[config.mk]
export PLATFORM = sky130hd
export DESIGN_NAME = pipe_ctrl
export DESIGN_NICKNAME = d
export VERILOG_FILES = /design/src/rtl/pipe_ctrl_pkg.sv /design/src/rtl/pipe_hazard_detect.sv /design/src/rtl/pipe_ctrl.sv
export SDC_FILE = /design/constraint.sdc
export NUM_CORES = 1
export LEC_CHECK = 0
export CAP_MARGIN = 40
export CORE_MARGIN = 4
export CORE_UTILIZATION = 49
export DETAILED_ROUTE_END_ITERATION = 8
export GPL_TIMING_DRIVEN = 0
export PLACE_DENSITY = 0.9
export RECOVER_POWER = 50
export SLEW_MARGIN = 20
export SYNTH_ARGS = -nofsm -noshare
export SYNTH_HDL_FRONTEND = slang
export SYNTH_SLANG_ARGS = --single-unit
[constraint.sdc]
create_clock -name clk -period 3.7 [get_ports clk]
set_input_delay 0.555 -clock clk [delete_from_list [all_inputs] [get_ports clk]]
set_output_delay 0.555 -clock clk [all_outputs]
set_load 0.05 [all_outputs]
[src/rtl/pipe_ctrl_pkg.sv]
// Shared types and constants for the pipeline sequencer.
// Control bundle order matches the top-level enable/flush ports.
package pipe_ctrl_pkg;

  typedef enum logic [1:0] {
    RUN,
    DRAIN,
    HALTED
  } state_e;

  localparam logic [4:0] REG_X0 = 5'd0;
  localparam int CNT_W = 32;

  typedef struct packed {
    logic pc_en;
    logic if_id_en;
    logic id_ex_en;
    logic ex_mem_en;
    logic mem_wb_en;
    logic if_id_fl;
    logic id_ex_fl;
    logic mem_wb_fl;
  } ctrl_t;

  localparam ctrl_t CTRL_IDLE = '{
    1'b0, 1'b0, 1'b0, 1'b0, 1'b0,
    1'b0, 1'b0, 1'b0
  };

  localparam ctrl_t CTRL_GO = '{
    1'b1, 1'b1, 1'b1, 1'b1, 1'b1,
    1'b0, 1'b0, 1'b0
  };

  localparam ctrl_t CTRL_FREEZE = '{
    1'b0, 1'b0, 1'b0, 1'b0, 1'b0,
    1'b0, 1'b0, 1'b1
  };

endpackage

[src/rtl/pipe_hazard_detect.sv]
// Load-use compare between the ID sources and the EX load destination.
// Pure combinational; shared with the forwarding unit.
module pipe_hazard_detect
  import pipe_ctrl_pkg::*;
(
  input  logic [4:0] id_rs1_i,
  input  logic [4:0] id_rs2_i,
  input  logic       id_use_rs1_i,
  input  logic       id_use_rs2_i,
  input  logic [4:0] ex_rd_i,
  input  logic       ex_mem_read_i,
  output logic       load_use_o
);

  logic rs1_hit;
  logic rs2_hit;

  assign rs1_hit = id_use_rs1_i
                && (id_rs1_i == ex_rd_i);
  assign rs2_hit = id_use_rs2_i
                && (id_rs2_i == ex_rd_i);

  assign load_use_o = ex_mem_read_i
                   && (ex_rd_i != REG_X0)
                   && (rs1_hit || rs2_hit);

endmodule

[src/rtl/pipe_ctrl.sv]
// Pipeline sequencer: enables/flushes, debug halt drain,
// data-memory wait watchdog and stall/flush counters.
module pipe_ctrl
  import pipe_ctrl_pkg::*;
#(
  parameter int MEM_TIMEOUT  = 255,
  parameter int DRAIN_CYCLES = 4
) (
  input  logic             clk,
  input  logic             rstn,
  input  logic [4:0]       id_rs1,
  input  logic [4:0]       id_rs2,
  input  logic             id_use_rs1,
  input  logic             id_use_rs2,
  input  logic [4:0]       ex_rd,
  input  logic             ex_mem_read,
  input  logic             ex_branch_taken,
  input  logic             imem_ready,
  input  logic             dmem_req,
  input  logic             dmem_ready,
  input  logic             halt_req,
  output logic             halt_ack,
  output logic             pc_enable,
  output logic             if_id_enable,
  output logic             id_ex_enable,
  output logic             ex_mem_enable,
  output logic             mem_wb_enable,
  output logic             if_id_flush,
  output logic             id_ex_flush,
  output logic             mem_wb_flush,
  output logic             mem_timeout,
  output logic [CNT_W-1:0] stall_cnt,
  output logic [CNT_W-1:0] flush_cnt
);

  localparam int WAIT_W = $clog2(MEM_TIMEOUT + 1);
  localparam int DRN_W  = $clog2(DRAIN_CYCLES + 1);

  localparam logic [WAIT_W-1:0] WAIT_MAX = '1;
  localparam logic [WAIT_W-1:0] WAIT_HIT =
    WAIT_W'(MEM_TIMEOUT - 1);
  localparam logic [DRN_W-1:0] DRN_LAST =
    DRN_W'(DRAIN_CYCLES - 1);

  state_e              state_q, state_d;
  logic [DRN_W-1:0]    drain_q, drain_d;
  logic [WAIT_W-1:0]   wait_q, wait_d;
  logic                tmo_q, tmo_d;
  logic [CNT_W-1:0]    stall_q, stall_d;
  logic [CNT_W-1:0]    flush_q, flush_d;
  logic                load_use;
  logic                mem_freeze;
  ctrl_t               ctrl;

  pipe_hazard_detect u_hazard (
    .id_rs1_i      (id_rs1),
    .id_rs2_i      (id_rs2),
    .id_use_rs1_i  (id_use_rs1),
    .id_use_rs2_i  (id_use_rs2),
    .ex_rd_i       (ex_rd),
    .ex_mem_read_i (ex_mem_read),
    .load_use_o    (load_use)
  );

  assign mem_freeze = dmem_req && !dmem_ready;

  always_comb begin
    ctrl    = CTRL_IDLE;
    state_d = state_q;
    drain_d = drain_q;
    case (state_q)
      RUN, DRAIN: begin
        ctrl = CTRL_GO;
        priority case (1'b1)
          ex_branch_taken: begin
            ctrl.if_id_fl = 1'b1;
            ctrl.id_ex_fl = 1'b1;
          end
          load_use: begin
            ctrl.pc_en    = 1'b0;
            ctrl.if_id_en = 1'b0;
            ctrl.id_ex_fl = 1'b1;
          end
          !imem_ready: begin
            ctrl.pc_en    = 1'b0;
            ctrl.if_id_fl = 1'b1;
          end
          default: ;
        endcase
        // Fetch is shut off while draining; only a branch target is taken.
        if (state_q == DRAIN) begin
          ctrl.if_id_fl = 1'b1;
          ctrl.pc_en    = ex_branch_taken;
          drain_d       = drain_q + 1'b1;
          if (drain_q == DRN_LAST) state_d = HALTED;
        end else if (halt_req) begin
          state_d = DRAIN;
          drain_d = '0;
        end
      end
      HALTED: begin
        if (!halt_req) state_d = RUN;
      end
      default: state_d = RUN;
    endcase
    if (mem_freeze) begin
      ctrl    = CTRL_FREEZE;
      state_d = state_q;
      drain_d = drain_q;
    end
  end

  always_comb begin
    wait_d = '0;
    if (mem_freeze) begin
      wait_d = (wait_q == WAIT_MAX) ? wait_q
                                    : wait_q + 1'b1;
    end
    tmo_d   = tmo_q
           || (mem_freeze && (wait_q == WAIT_HIT));
    stall_d = stall_q + CNT_W'(!ctrl.pc_en
                            && (state_q != HALTED));
    flush_d = flush_q + CNT_W'(ex_branch_taken
                            && !mem_freeze);
  end

  always_ff @(posedge clk) begin
    if (!rstn) begin
      state_q <= RUN;
      drain_q <= '0;
      wait_q  <= '0;
      tmo_q   <= 1'b0;
      stall_q <= '0;
      flush_q <= '0;
    end else begin
      state_q <= state_d;
      drain_q <= drain_d;
      wait_q  <= wait_d;
      tmo_q   <= tmo_d;
      stall_q <= stall_d;
      flush_q <= flush_d;
    end
  end

  assign pc_enable     = rstn && ctrl.pc_en;
  assign if_id_enable  = rstn && ctrl.if_id_en;
  assign id_ex_enable  = rstn && ctrl.id_ex_en;
  assign ex_mem_enable = rstn && ctrl.ex_mem_en;
  assign mem_wb_enable = rstn && ctrl.mem_wb_en;
  assign if_id_flush   = rstn && ctrl.if_id_fl;
  assign id_ex_flush   = rstn && ctrl.id_ex_fl;
  assign mem_wb_flush  = rstn && ctrl.mem_wb_fl;
  assign halt_ack      = rstn && (state_q == HALTED);
  assign mem_timeout   = tmo_q;
  assign stall_cnt     = stall_q;
  assign flush_cnt     = flush_q;

endmodule

==> results.txt <==
At the end of routability-driven placement, the weighted congestion stood at 0.842. The run gives 0 ps as the post-route setup TNS. The highest metal layer carrying signal wires in the routed design is met4.

For the count of inserted antenna diode cells, the log shows 0. Setup repair after global routing left no endpoint under its margin. The tools report the worst-case clock skew as 8.44 ps.

The logs give 667 for the number of standard cells in the final layout excluding fillers and 1.72 mW for the overall power of the completed layout. The detailed-route wire length was 10.3 mm; the combined buffer and inverter count along the critical path was 2. Synthesis handed over a netlist of 451 instances. Net switching is 23.9% of the power. The tools report the initial standard-cell utilization of the core as 50.2%. The run gives 340 ps as the insertion delay of the later-clocked pin in the worst-skew pair.

In this run the standard cell core region covers 7690 um^2. The detailed-route vias per instance works out to 5.87. Grouping stages by cell kind, the critical path spends the most delay in buffers and inverters. Counting along the longest clock path gives a buffer depth of 2. Clock tree synthesis found a total of 78 sinks. For the maximum achievable frequency, the log shows 0.279 GHz. STA classifies the critical path endpoint as a primary output. The tools report the critical hold path startpoint as drain_q[1]. Walking the worst path, the cells encountered are clkdlybuf4s50_1 -> or4_1 -> o21ai_1 -> nor2_1 -> a21boi_0 -> clkdlybuf4s50_1. The share of total power dissipated in combinational logic is 9.4%. The cell that appears most often on the critical path is clkdlybuf4s50_1.

Worst-margin pin slew: 563 ps. Delay contributed by the slowest stage of the critical path: 840 ps. CTS placed an instance of clkbuf_8 at the clock tree root. The register-to-register setup slack was 660 ps; the maximum number of pins on one net before global-route repair was 14.

The die is 96.8 um wide. Of the cells placed in the final design, the portion with a size suffix greater than 1 is 4.96%. The H-tree level count was 3.

STA puts the critical path data arrival time at 3030 ps. In the synthesized netlist the async set-or-reset flop fraction comes to 0%. The register bit count reported by yosys works out to 78. Sequential elements use 40.5% of the synthesized area. During synthesis, Yosys emitted a total of 0 warnings. The HPWL after detailed placement is 7.62 mm. For the number of global-route vias before repair, the log shows 3851. The layout overhead on the synthesized area came out at 34.8%. Counting cells, the worst reg-to-reg path comes to 12. The number of placed instances, taps included is 651. The most used flip-flop cell after synthesis was dfxtp_1. TritonCTS built the clock tree. The final setup slack of the worst path was 115 ps. In this run the mean area of a mapped cell was 8.56 um^2.

The data required time at the worst endpoint was 3140 ps. The total congestion overflow after global routing was 0; the total setup violations reported at the end of the flow was 0. Leaving out fill and tap cells, the most frequent cells in the layout are dfxtp_1, dlygate4sd3_1, clkdlybuf4s50_1.

For the count of final hold-check violations, the log shows 0. The count of port buffers added during placement was 98. The final route contains 3918 vias. In this run the power density over the cells is 331 nW/um^2.

For this run, design rule violations remaining after detail routing come to 0. VDD sags by at most 0.288 mV. The number of pins exceeding their max-slew limit in the final report is 0. The tools report the worst reg2reg path endpoint as stall_cnt[14]. Global routing consumed, over all layers together, 21.1% of the routing resources. Standard cell with the maximum stage delay on the critical path: clkdlybuf4s50_1. In this run the count of I/O pins placed on the die edge is 99. The startpoint class of the critical path is an input pin.

The run gives 49 as the post-synthesis cell type count. Class of the worst hold path: register to register. Dividing the final minimum period by the clock period gives 96.9%.

The tools report the count of hold buffers inserted by post-cts repair as 0. The first global-routing pass estimated 17.0 mm of wire. The worst slack at placement was -481 ps; the post-synthesis cell area was 3860 um^2. In the final routed layout, each cell accounts on average for 15.4 um. Row generation in the floorplan step produced 32 rows. After detailed routing, the wire length on met1 is 4.23 mm. The starting DRC count in detailed routing is 168.

The reported leakage power was 1.89 nW; the clock-pin slew reported for the worst setup and hold paths after clock tree synthesis was 80 ps. Of all nets on the critical path, the largest fanout is 5. The shortest clock period the worst path allows after layout works out to 3580 ps. The number of stages on the worst hold path came out at 2. The worst reg2reg path startpoint was state_q[1]. The internal portion of the total power is 1.31 mW.

From bottom edge to top edge, the die measures 96.8 um. Detailed routing placed a total of 5.32 mm of wire on met2. The post-layout net count was 593. The net switching component of the power was 411 uW. The most common cell after layout, fill and taps aside was dfxtp_1. For the worst slew slack as a fraction of its limit, the log shows 62.4%.

The first detailed-routing pass took 6 iterations. Counting flops with a built-in enable in the synthesized netlist gives 0. The tool flagged a number of max-cap violations equal to 0.

The floorplan step defined a die boundary enclosing 9360 um^2. For hold timing, the worst endpoint is drain_q[1]. Summed over all nets, wire length on met3 after detailed routing comes to 577 um. The number of buffers created by CTS is 9. The critical path is of the input pin to primary output type.

Once detail routing completed, the nets flagged for antenna violations numbered 0. Per report_power, the sequential group accounts for 49.6% of the total. The power share of the clock group is 41.0%, and the number of antenna violations at the first check in global routing is 0. The number of nets in the synthesized netlist is 484.

The run finished with clean final reports.
metal layers:
| layer | GRT usage, % | vias to the layer above |
|---|---|---|
| li1 | - | 1887 |
| met1 | 24.8 | 1881 |
| met2 | 37.4 | 136 |
| met3 | 4.54 | 14 |
| met4 | 8.32 | 0 |
| met5 | 0 | - |
timing repair:
action | 4_1_cts | 5_1_grt
setup buffers | 0 | 1
gates resized for setup | 1 | 2
endpoints found under the setup margin | 8 | 9
pin swaps | 0 | 1
cells in the mapped netlist, types with 2 or more instances:
| master | instances | area share (%) |
|---|---|---|
| dfxtp_1 | 78 | 40 |
| a21oi_1 | 38 | 4.9 |
| nor2_1 | 35 | 3.4 |
| nand2_1 | 23 | 2.2 |
| nand3_1 | 23 | 3.0 |
| nand4_1 | 23 | 3.7 |
| o31ai_1 | 20 | 3.9 |
| or4_1 | 19 | 3.7 |
| xnor2_1 | 19 | 4.3 |
| clkbuf_1 | 18 | 1.8 |
| xor2_1 | 18 | 4.1 |
| o21ai_0 | 16 | 2.1 |
| inv_1 | 14 | 1.4 |
| and4_1 | 11 | 2.5 |
| or3_1 | 11 | 1.8 |
| and2_1 | 10 | 1.6 |
| nand2b_1 | 9 | 1.5 |
| ha_1 | 8 | 2.6 |
| and3_1 | 7 | 1.1 |
| o311ai_0 | 6 | 1.4 |
| o41ai_1 | 6 | 1.4 |
| nor3_1 | 4 | 0.52 |
| nor2b_1 | 3 | 0.49 |
| nor4_1 | 3 | 0.49 |
| a21o_1 | 2 | 0.39 |
| buf_1 | 2 | 0.19 |
| buf_4 | 2 | 0.39 |
| nor3b_1 | 2 | 0.39 |
power by group through the flow:
stage | sequential [mW] | combinational, mW | clock [mW]
2_1_floorplan | 0.890 | 0.0780 | 0
3_3_place_gp | 0.873 | 0.160 | 0
3_5_place_dp | 0.874 | 0.165 | 0
4_1_cts | 0.854 | 0.166 | 0.713
5_1_grt | 0.855 | 0.174 | 0.747
6_report | 0.854 | 0.162 | 0.706
cells by family (layout without fill, tap and decap cells):
family / Yosys count / count (layout) / synth area share, %
muxes: 1 / 1 / 0.259
DFF: 78 / 78 / 40.5
buffers and inverters: 39 / 153 / 4.21
xor gates and xnor gates: 37 / 37 / 8.40
adders and majority gates: 8 / 8 / 2.59
and+or+nand+nor: 190 / 190 / 28.1
AOI/OAI and AO/OA: 98 / 98 / 15.9
layout make-up:
cell class	instances	area [um^2]
well taps	102	128
multi-input cells	334	2140
clock inverters	5	82.6
inverters	15	56.3
flip-flops and latches	78	1560
plain buffers	23	105
clock buffers	11	141
fillers	657	2480
repair buffers	99	988
registers in the layout (all words and copies together) (netlist names):
register / cells
stall_cnt: 32
state_q: 2
wait_q: 8
drain_q: 3
mem_timeout: 1
flush_cnt: 32
through the flow:
step	area [um^2]	utilization (%)	hold slack, ps
final	5200	67.7	469
after detailed placement	4970	64.7	458
after global routing	5200	67.7	514
after floorplan	3860	-	436
after global placement	4970	64.7	445
after CTS	5200	67.6	472
how the worst max path moves through the flow:
stage / from / to / slack [ps] / depth (start not counted)
after floorplan: dmem_req / pc_enable / 230 / 5
after global placement: dmem_req / stall_cnt[14] / -310 / 14
after detailed placement: dmem_req / stall_cnt[14] / -480 / 14
after CTS: ex_rd[2] / stall_cnt[24] / 30 / 13
after global routing: dmem_ready / stall_cnt[26] / 5 / 13
final: ex_rd[2] / if_id_enable / 120 / 6
tightest hold or removal path, stage by stage, from the launching register on:
cell and delay, ps:
dfxtp_1 320, nand2_1 50, a21oi_1 50
Note: power is estimated with default switching activity, not from simulation.
